**config.mk**
```make
export PLATFORM = sky130hd
export DESIGN_NAME = image_window_display
export DESIGN_NICKNAME = d
export VERILOG_FILES = /design/src/rtl/image_display_pkg.sv /design/src/rtl/pipe_delay.sv /design/src/rtl/image_window_display.sv
export SDC_FILE = /design/constraint.sdc
export NUM_CORES = 1
export LEC_CHECK = 0
export CORE_MARGIN = 3
export CORE_UTILIZATION = 40
export DETAILED_ROUTE_END_ITERATION = 16
export HOLD_SLACK_MARGIN = 0.1
export PLACE_DENSITY = 0.68
export REMOVE_ABC_BUFFERS = 1
export SLEW_MARGIN = 20
export SYNTH_ARGS = -nofsm -noshare
export SYNTH_HDL_FRONTEND = slang
export SYNTH_SLANG_ARGS = --single-unit
```
**constraint.sdc**
```tcl
create_clock -name clk -period 5.72 [get_ports clk]
set_input_delay 0.572 -clock clk [delete_from_list [all_inputs] [get_ports clk]]
set_output_delay 0.572 -clock clk [all_outputs]
set_load 0.005 [all_outputs]
```
**src/rtl/image_display_pkg.sv**
```systemverilog
// Shared types and the pixel-format decoder for the image window compositor.
package image_display_pkg;

  typedef enum logic [1:0] {
    MODE_GRAY   = 2'd0,
    MODE_RGB332 = 2'd1,
    MODE_KEY    = 2'd2,
    MODE_RSVD   = 2'd3
  } mode_e;

  typedef struct packed {
    logic [3:0] r;
    logic [3:0] g;
    logic [3:0] b;
  } rgb12_t;

  // Decodes one stored byte into a 12-bit colour; bg covers keyed and reserved cases.
  function automatic rgb12_t pix_to_rgb12(input logic [7:0] d, input mode_e m, input rgb12_t bg);
    rgb12_t c;
    c = bg;
    case (m)
      MODE_GRAY:   c = {d[7:4], d[7:4], d[7:4]};
      MODE_RGB332: c = {d[7:5], d[7], d[4:2], d[4], d[1:0], d[1:0]};
      MODE_KEY:    c = (d == 8'h00) ? bg : {d[7:4], d[7:4], d[7:4]};
      default:     c = bg;
    endcase
    return c;
  endfunction

endpackage

```
**src/rtl/pipe_delay.sv**
```systemverilog
// Reset-to-zero shift register used to carry sideband bits across the memory latency.
module pipe_delay #(
  parameter int WIDTH = 1,
  parameter int DEPTH = 1
) (
  input  logic             clk,
  input  logic             rst,
  input  logic [WIDTH-1:0] i_d,
  output logic [WIDTH-1:0] o_q
);

  logic [DEPTH-1:0][WIDTH-1:0] r_sr;

  always_ff @(posedge clk or negedge rst) begin
    if (!rst) begin
      r_sr <= '0;
    end else begin
      r_sr[0] <= i_d;
      for (int k = 1; k < DEPTH; k++) r_sr[k] <= r_sr[k-1];
    end
  end

  assign o_q = r_sr[DEPTH-1];

endmodule

```
**src/rtl/image_window_display.sv**
```systemverilog
// Places an upscaled frame-buffer image in a movable window on the raster and
// aligns decoded colour with delayed syncs across the BRAM read latency.
module image_window_display
  import image_display_pkg::*;
#(
  parameter int IMG_W       = 320,
  parameter int IMG_H       = 240,
  parameter int SCALE_SHIFT = 1,
  parameter int ADDR_W      = 17,
  parameter int MEM_LATENCY = 1
) (
  input  logic              clk,
  input  logic              rst,
  input  logic [9:0]        h_cnt,
  input  logic [9:0]        v_cnt,
  input  logic              visible,
  input  logic              hsync,
  input  logic              vsync,
  input  logic [9:0]        pos_x,
  input  logic [9:0]        pos_y,
  input  logic              pos_we,
  input  logic [1:0]        mode,
  input  logic [11:0]       bg_color,
  input  logic [7:0]        image_data,
  output logic [ADDR_W-1:0] image_addr,
  output logic              image_rd,
  output logic [3:0]        vga_r,
  output logic [3:0]        vga_g,
  output logic [3:0]        vga_b,
  output logic              vga_hsync,
  output logic              vga_vsync,
  output logic              frame_start
);

  localparam int          DLY   = MEM_LATENCY + 1;
  localparam int          SB_W  = 6;
  localparam logic [10:0] WIN_W = 11'(IMG_W << SCALE_SHIFT);
  localparam logic [10:0] WIN_H = 11'(IMG_H << SCALE_SHIFT);

  logic [9:0]  r_pend_x, r_pend_y, r_ox, r_oy;
  logic [1:0]  r_pend_mode, r_amode;
  logic        r_pending;

  logic        w_load, w_in_win, w_fetch;
  logic [9:0]  w_ox, w_oy;
  logic [1:0]  w_amode;
  logic [10:0] w_rx, w_ry;
  logic [31:0] w_addr;

  logic [SB_W-1:0] w_sb;
  logic        w_d_hs, w_d_vs, w_d_vis, w_d_win;
  logic [1:0]  w_d_mode;
  rgb12_t      w_pix, w_rgb;

  // Pixel (0,0) already uses the newly loaded origin/mode, so a frame never mixes settings.
  assign w_load  = r_pending && (h_cnt == 10'd0) && (v_cnt == 10'd0);
  assign w_ox    = w_load ? r_pend_x    : r_ox;
  assign w_oy    = w_load ? r_pend_y    : r_oy;
  assign w_amode = w_load ? r_pend_mode : r_amode;

  // 11-bit compare keeps windows that run past the right edge from wrapping.
  assign w_rx     = {1'b0, h_cnt} - {1'b0, w_ox};
  assign w_ry     = {1'b0, v_cnt} - {1'b0, w_oy};
  assign w_in_win = (h_cnt >= w_ox) && (v_cnt >= w_oy) && (w_rx < WIN_W) && (w_ry < WIN_H);
  assign w_fetch  = w_in_win && visible;
  assign w_addr   = 32'(w_ry >> SCALE_SHIFT) * 32'(IMG_W) + 32'(w_rx >> SCALE_SHIFT);

  always_ff @(posedge clk or negedge rst) begin
    if (!rst) begin
      r_pend_x    <= '0;
      r_pend_y    <= '0;
      r_pend_mode <= '0;
      r_pending   <= 1'b0;
      r_ox        <= '0;
      r_oy        <= '0;
      r_amode     <= '0;
    end else begin
      if (pos_we) begin
        r_pend_x    <= pos_x;
        r_pend_y    <= pos_y;
        r_pend_mode <= mode;
        r_pending   <= 1'b1;
      end else if (w_load) begin
        r_pending   <= 1'b0;
      end
      if (w_load) begin
        r_ox    <= r_pend_x;
        r_oy    <= r_pend_y;
        r_amode <= r_pend_mode;
      end
    end
  end

  always_ff @(posedge clk or negedge rst) begin
    if (!rst) begin
      image_addr  <= '0;
      image_rd    <= 1'b0;
      frame_start <= 1'b0;
    end else begin
      image_addr  <= w_fetch ? w_addr[ADDR_W-1:0] : '0;
      image_rd    <= w_fetch;
      frame_start <= w_load;
    end
  end

  pipe_delay #(.WIDTH(SB_W), .DEPTH(DLY)) u_sideband (
    .clk (clk),
    .rst (rst),
    .i_d ({hsync, vsync, visible, w_in_win, w_amode}),
    .o_q (w_sb)
  );

  assign {w_d_hs, w_d_vs, w_d_vis, w_d_win, w_d_mode} = w_sb;

  always_comb begin
    w_pix = pix_to_rgb12(image_data, mode_e'(w_d_mode), rgb12_t'(bg_color));
    w_rgb = '0;
    if (w_d_vis) w_rgb = w_d_win ? w_pix : rgb12_t'(bg_color);
  end

  always_ff @(posedge clk or negedge rst) begin
    if (!rst) begin
      vga_r     <= '0;
      vga_g     <= '0;
      vga_b     <= '0;
      vga_hsync <= 1'b0;
      vga_vsync <= 1'b0;
    end else begin
      vga_r     <= w_rgb.r;
      vga_g     <= w_rgb.g;
      vga_b     <= w_rgb.b;
      vga_hsync <= w_d_hs;
      vga_vsync <= w_d_vs;
    end
  end

endmodule

```
==> impl_results.md <==
- Post-DR vias/cell: slightly above 5
- XOR/XNOR Fraction of Synth Area: 5.699%
- Initial Utilization: about 42%
- H-tree depth: 3
- Antenna diode count: 0
- Cts-stage hold buffer count: 0
- Nets: around 770
- DP Worst Slack: -0.6039 ns
- PwrDens: 241.7 nW/um2
- Setup TNS: 0 ns
- Post-synth ARST share: between 90% and 100%
- Layout cells sized above 1: between 20% and 30%
- Grt ovf: 0
- Maximum fanout along the worst path: 5
- Synth area leader: dfrtp_1
- DRT iter0 DRCs: ~240
- Final Hold Viols: 0
- Cells after DPL: 815
- Synth top area share: between 40% and 50%
- Final wirelength: approximately 13000 um
- Leak pwr: 3.350 nW
- TritonCTS clock tree: built
- Yosys reg bits: 88
- Initial DRT Pass Iterations: 4
- Drt drc: 0
- CTS Buf Count: 9
- Core area: between 10000 and 15000 um2
- Mapped Area: around 5200 um2
- Post-synthesis mux area share: 9.732%
- EDFF count, synth: 0
- CTS Sinks: slightly below 90
- Final Max Slew Viols: 0
- MaxCap Viol Count: 0
- Final worst slack: about 0.24 ns
- Drt wl/cell: ~15 um
- Yosys cell types: 63
- Worst vdd rail ir drop: 0.0001302 V
- Die ar.: around 14000 um2
- Final Cycle Share: about 96%
- Status: finished, final reports clean
- Worst hold-check path type: in2async
- Deepest clock path buffer count: 2
- Initial antenna violation count: 0
- Post-synth top cells: dfrtp_1 (88), inv_1 (38), ha_1 (34), mux2_2 (31), a21oi_1 (28)
- Final setup viols: 0
- Syn_area_per_cell: 10.45 um2
- Yosys warning count: 0
- Chip height: roughly 120 um
- Simple-gate area share of the yosys netlist: between 10% and 20%
- Finished Layout Cells: ~840
- Top-count cell post-synth: dfrtp_1
- Crit. End Element: flip-flop
- Critical path data arrival time: roughly 5.7 ns
- Clk_lat worst skew: ~0.35 ns
- First-pass GRT wire length: between 20000 and 25000 um
- Clock Skews: ~0.0066 ns
- Compound-Gate Fraction of Synth Area: 14.22%
- Vias in the first global route: roughly 4400
- Chip Width: 119.8 um
- Synth Area in Adders: 9.949%
- Via Count: roughly 4300
- Main combinational cell family by area after synthesis: compound AO/OA/AOI/OAI gates
- Critical Path RT: roughly 6.0 ns
- I/O pin total: between 100 and 150
- Largest net degree at the start of global routing: slightly below 90
- Post-route cell area: 7282 um2
- Detail Route Antenna Nets: 0
- Worst Tran Pin Value: approximately 1.1 ns
- Final min period: ~5.5 ns
- CTS Root Buffer Type: clkbuf_16
- Placed cell area: between 6000 and 7000 um2
- Total power: 1.760 mW
- Clock Pin Slew Worst Setup and Hold Paths: 0.06 ns
- GRT Util Overall: between 15 and 20%
- Kind of critical path: in2reg
- Peak Freq: 0.1825 GHz
- Final Util: slightly below 60%
- Detailed placement HPWL: 9734 um
- Top post-synthesis cells by area: dfrtp_1 (43%), ha_1 (8.2%), mux2_2 (6.7%)
- Port Buffers: 100
- Top_reg_cell synth: dfrtp_1
- Cells after Synth: just under 500
- Area Growth Syn to Fin: 40.55%
- Hold WS: about 0.29 ns
- Setup crit start kind: input pin
- Row cnt: 40
- Final GP Congestion: between 0.8 and 0.9
- Slew HR: around 29%
- Register area share after synthesis: a little over two fifths
[flip-flops by register name (all words and copies together) (netlist names), named ones only]
name and flops:
image_addr 17, r_ox 10, vga_vsync 1, vga_b 4
vga_r 4, image_rd 1, r_pending 1, u_sideband.o_q 6
r_oy 9, frame_start 1, r_pend_mode 2, vga_hsync 1
vga_g 4, r_pend_x 10, r_pend_y 10, u_sideband.r_sr 6
[critical path, stage by stage]
cell,delay (ns)
clkdlybuf4s50_1,0.45
nor4_2,0.40
and4_4,0.32
buf_4,0.14
mux2i_4,0.24
ha_1,0.27
nor2b_1,0.13
o21ai_0,0.16
buf_4,0.16
a21oi_1,0.09
or3_4,0.42
o21ai_4,0.17
and2_4,0.16
nor2_1,0.04
or2_2,0.29
fa_1,0.44
buf_4,0.15
xor2_1,0.15
nor3_2,0.20
and3_4,0.22
nand3_2,0.09
xnor2_2,0.15
xor2_1,0.14
nor3_1,0.19
[where the power goes]
group	switching (mW)	internal, mW	total, mW
combinational	0.222	0.270	0.491
sequential	0.0159	0.652	0.668
clock	0.249	0.352	0.601
[final timing paths]
| kind | to | slack (ns) | startpoint | depth (start not counted) |
|---|---|---|---|---|
| setup / recovery | image_addr[16]$_DFF_PN0_ | 0.24 | h_cnt[6] | 24 |
| hold / removal | r_ox[1]$_DFF_PN0_ | 0.29 | rst | 1 |
| setup reg to reg | image_addr[16]$_DFF_PN0_ | 0.80 | r_pending$_DFFE_PN0P_ | 23 |
| hold reg to reg | u_sideband.o_q[4]$_DFF_PN0_ | 0.35 | u_sideband.r_sr[4]$_DFF_PN0_ | 0 |
| max in group asynchronous | r_pend_y[3]$_DFFE_PN0P_ | 4.93 | rst | 1 |
| min in group clk | u_sideband.o_q[4]$_DFF_PN0_ | 0.35 | u_sideband.r_sr[4]$_DFF_PN0_ | 0 |
[logic make-up after synthesis]
logic type | count (synthesis)
multiplexers | 46
AO/OA/AOI/OAI | 109
buffers and inverters | 56
flip-flops | 88
AND/OR/NAND/NOR | 128
XOR/XNOR | 30
adder cells (fa/ha/maj) | 39
[per-layer routing]
metal	up-vias	GRT usage, %	wire (um)
met5	-	0	0
met4	0	5.082	187
met3	15	5.419	670
met2	102	31.36	6390
met1	2111	22.49	5593
li1	2097	-	-
[cells in the final DEF, fill, tap and decap left out, drive strengths merged, types with 3 or more instances in the layout]
master	netlist	layout
a211o	5	5
nor4	6	6
mux2i	14	14
dlymetal6s2s	0	6
a21o	8	8
o22ai	3	3
buf	8	73
o21a	7	7
clkdlybuf4s50	0	90
inv	38	39
xor2	13	13
clkbuf	9	12
or3	5	5
nand4	4	4
nand2	23	23
a211oi	4	4
dfrtp	88	88
o21ai	23	23
xnor2	16	16
or4	4	4
and2	5	5
dlygate4sd2	0	3
nor3	25	25
nand3	8	8
ha	34	34
fa	4	4
and3	3	3
nor2b	11	11
nand2b	5	5
nor2	23	23
mux2	32	32
a21oi	28	28
o21bai	7	7
a31oi	5	5
[timing repair]
item,in CTS,in global routing
hold endpoints to repair,0,0
buffers inserted,0,4
cloned,0,0
endpoints found under the setup margin,2,3
gates resized for setup,12,22
pin swaps,5,14
[area by class of cell]
class / instances / area (um2)
timing repair buffer: 172 / 1554
tap: 168 / 210.2
inverter: 39 / 146.4
sequential: 88 / 2202
fill: 1088 / 5030
clock inverter: 4 / 51.30
clock buffer: 12 / 246.5
multi-input combinational: 352 / 2872
Power figures use the tool's default switching activity.
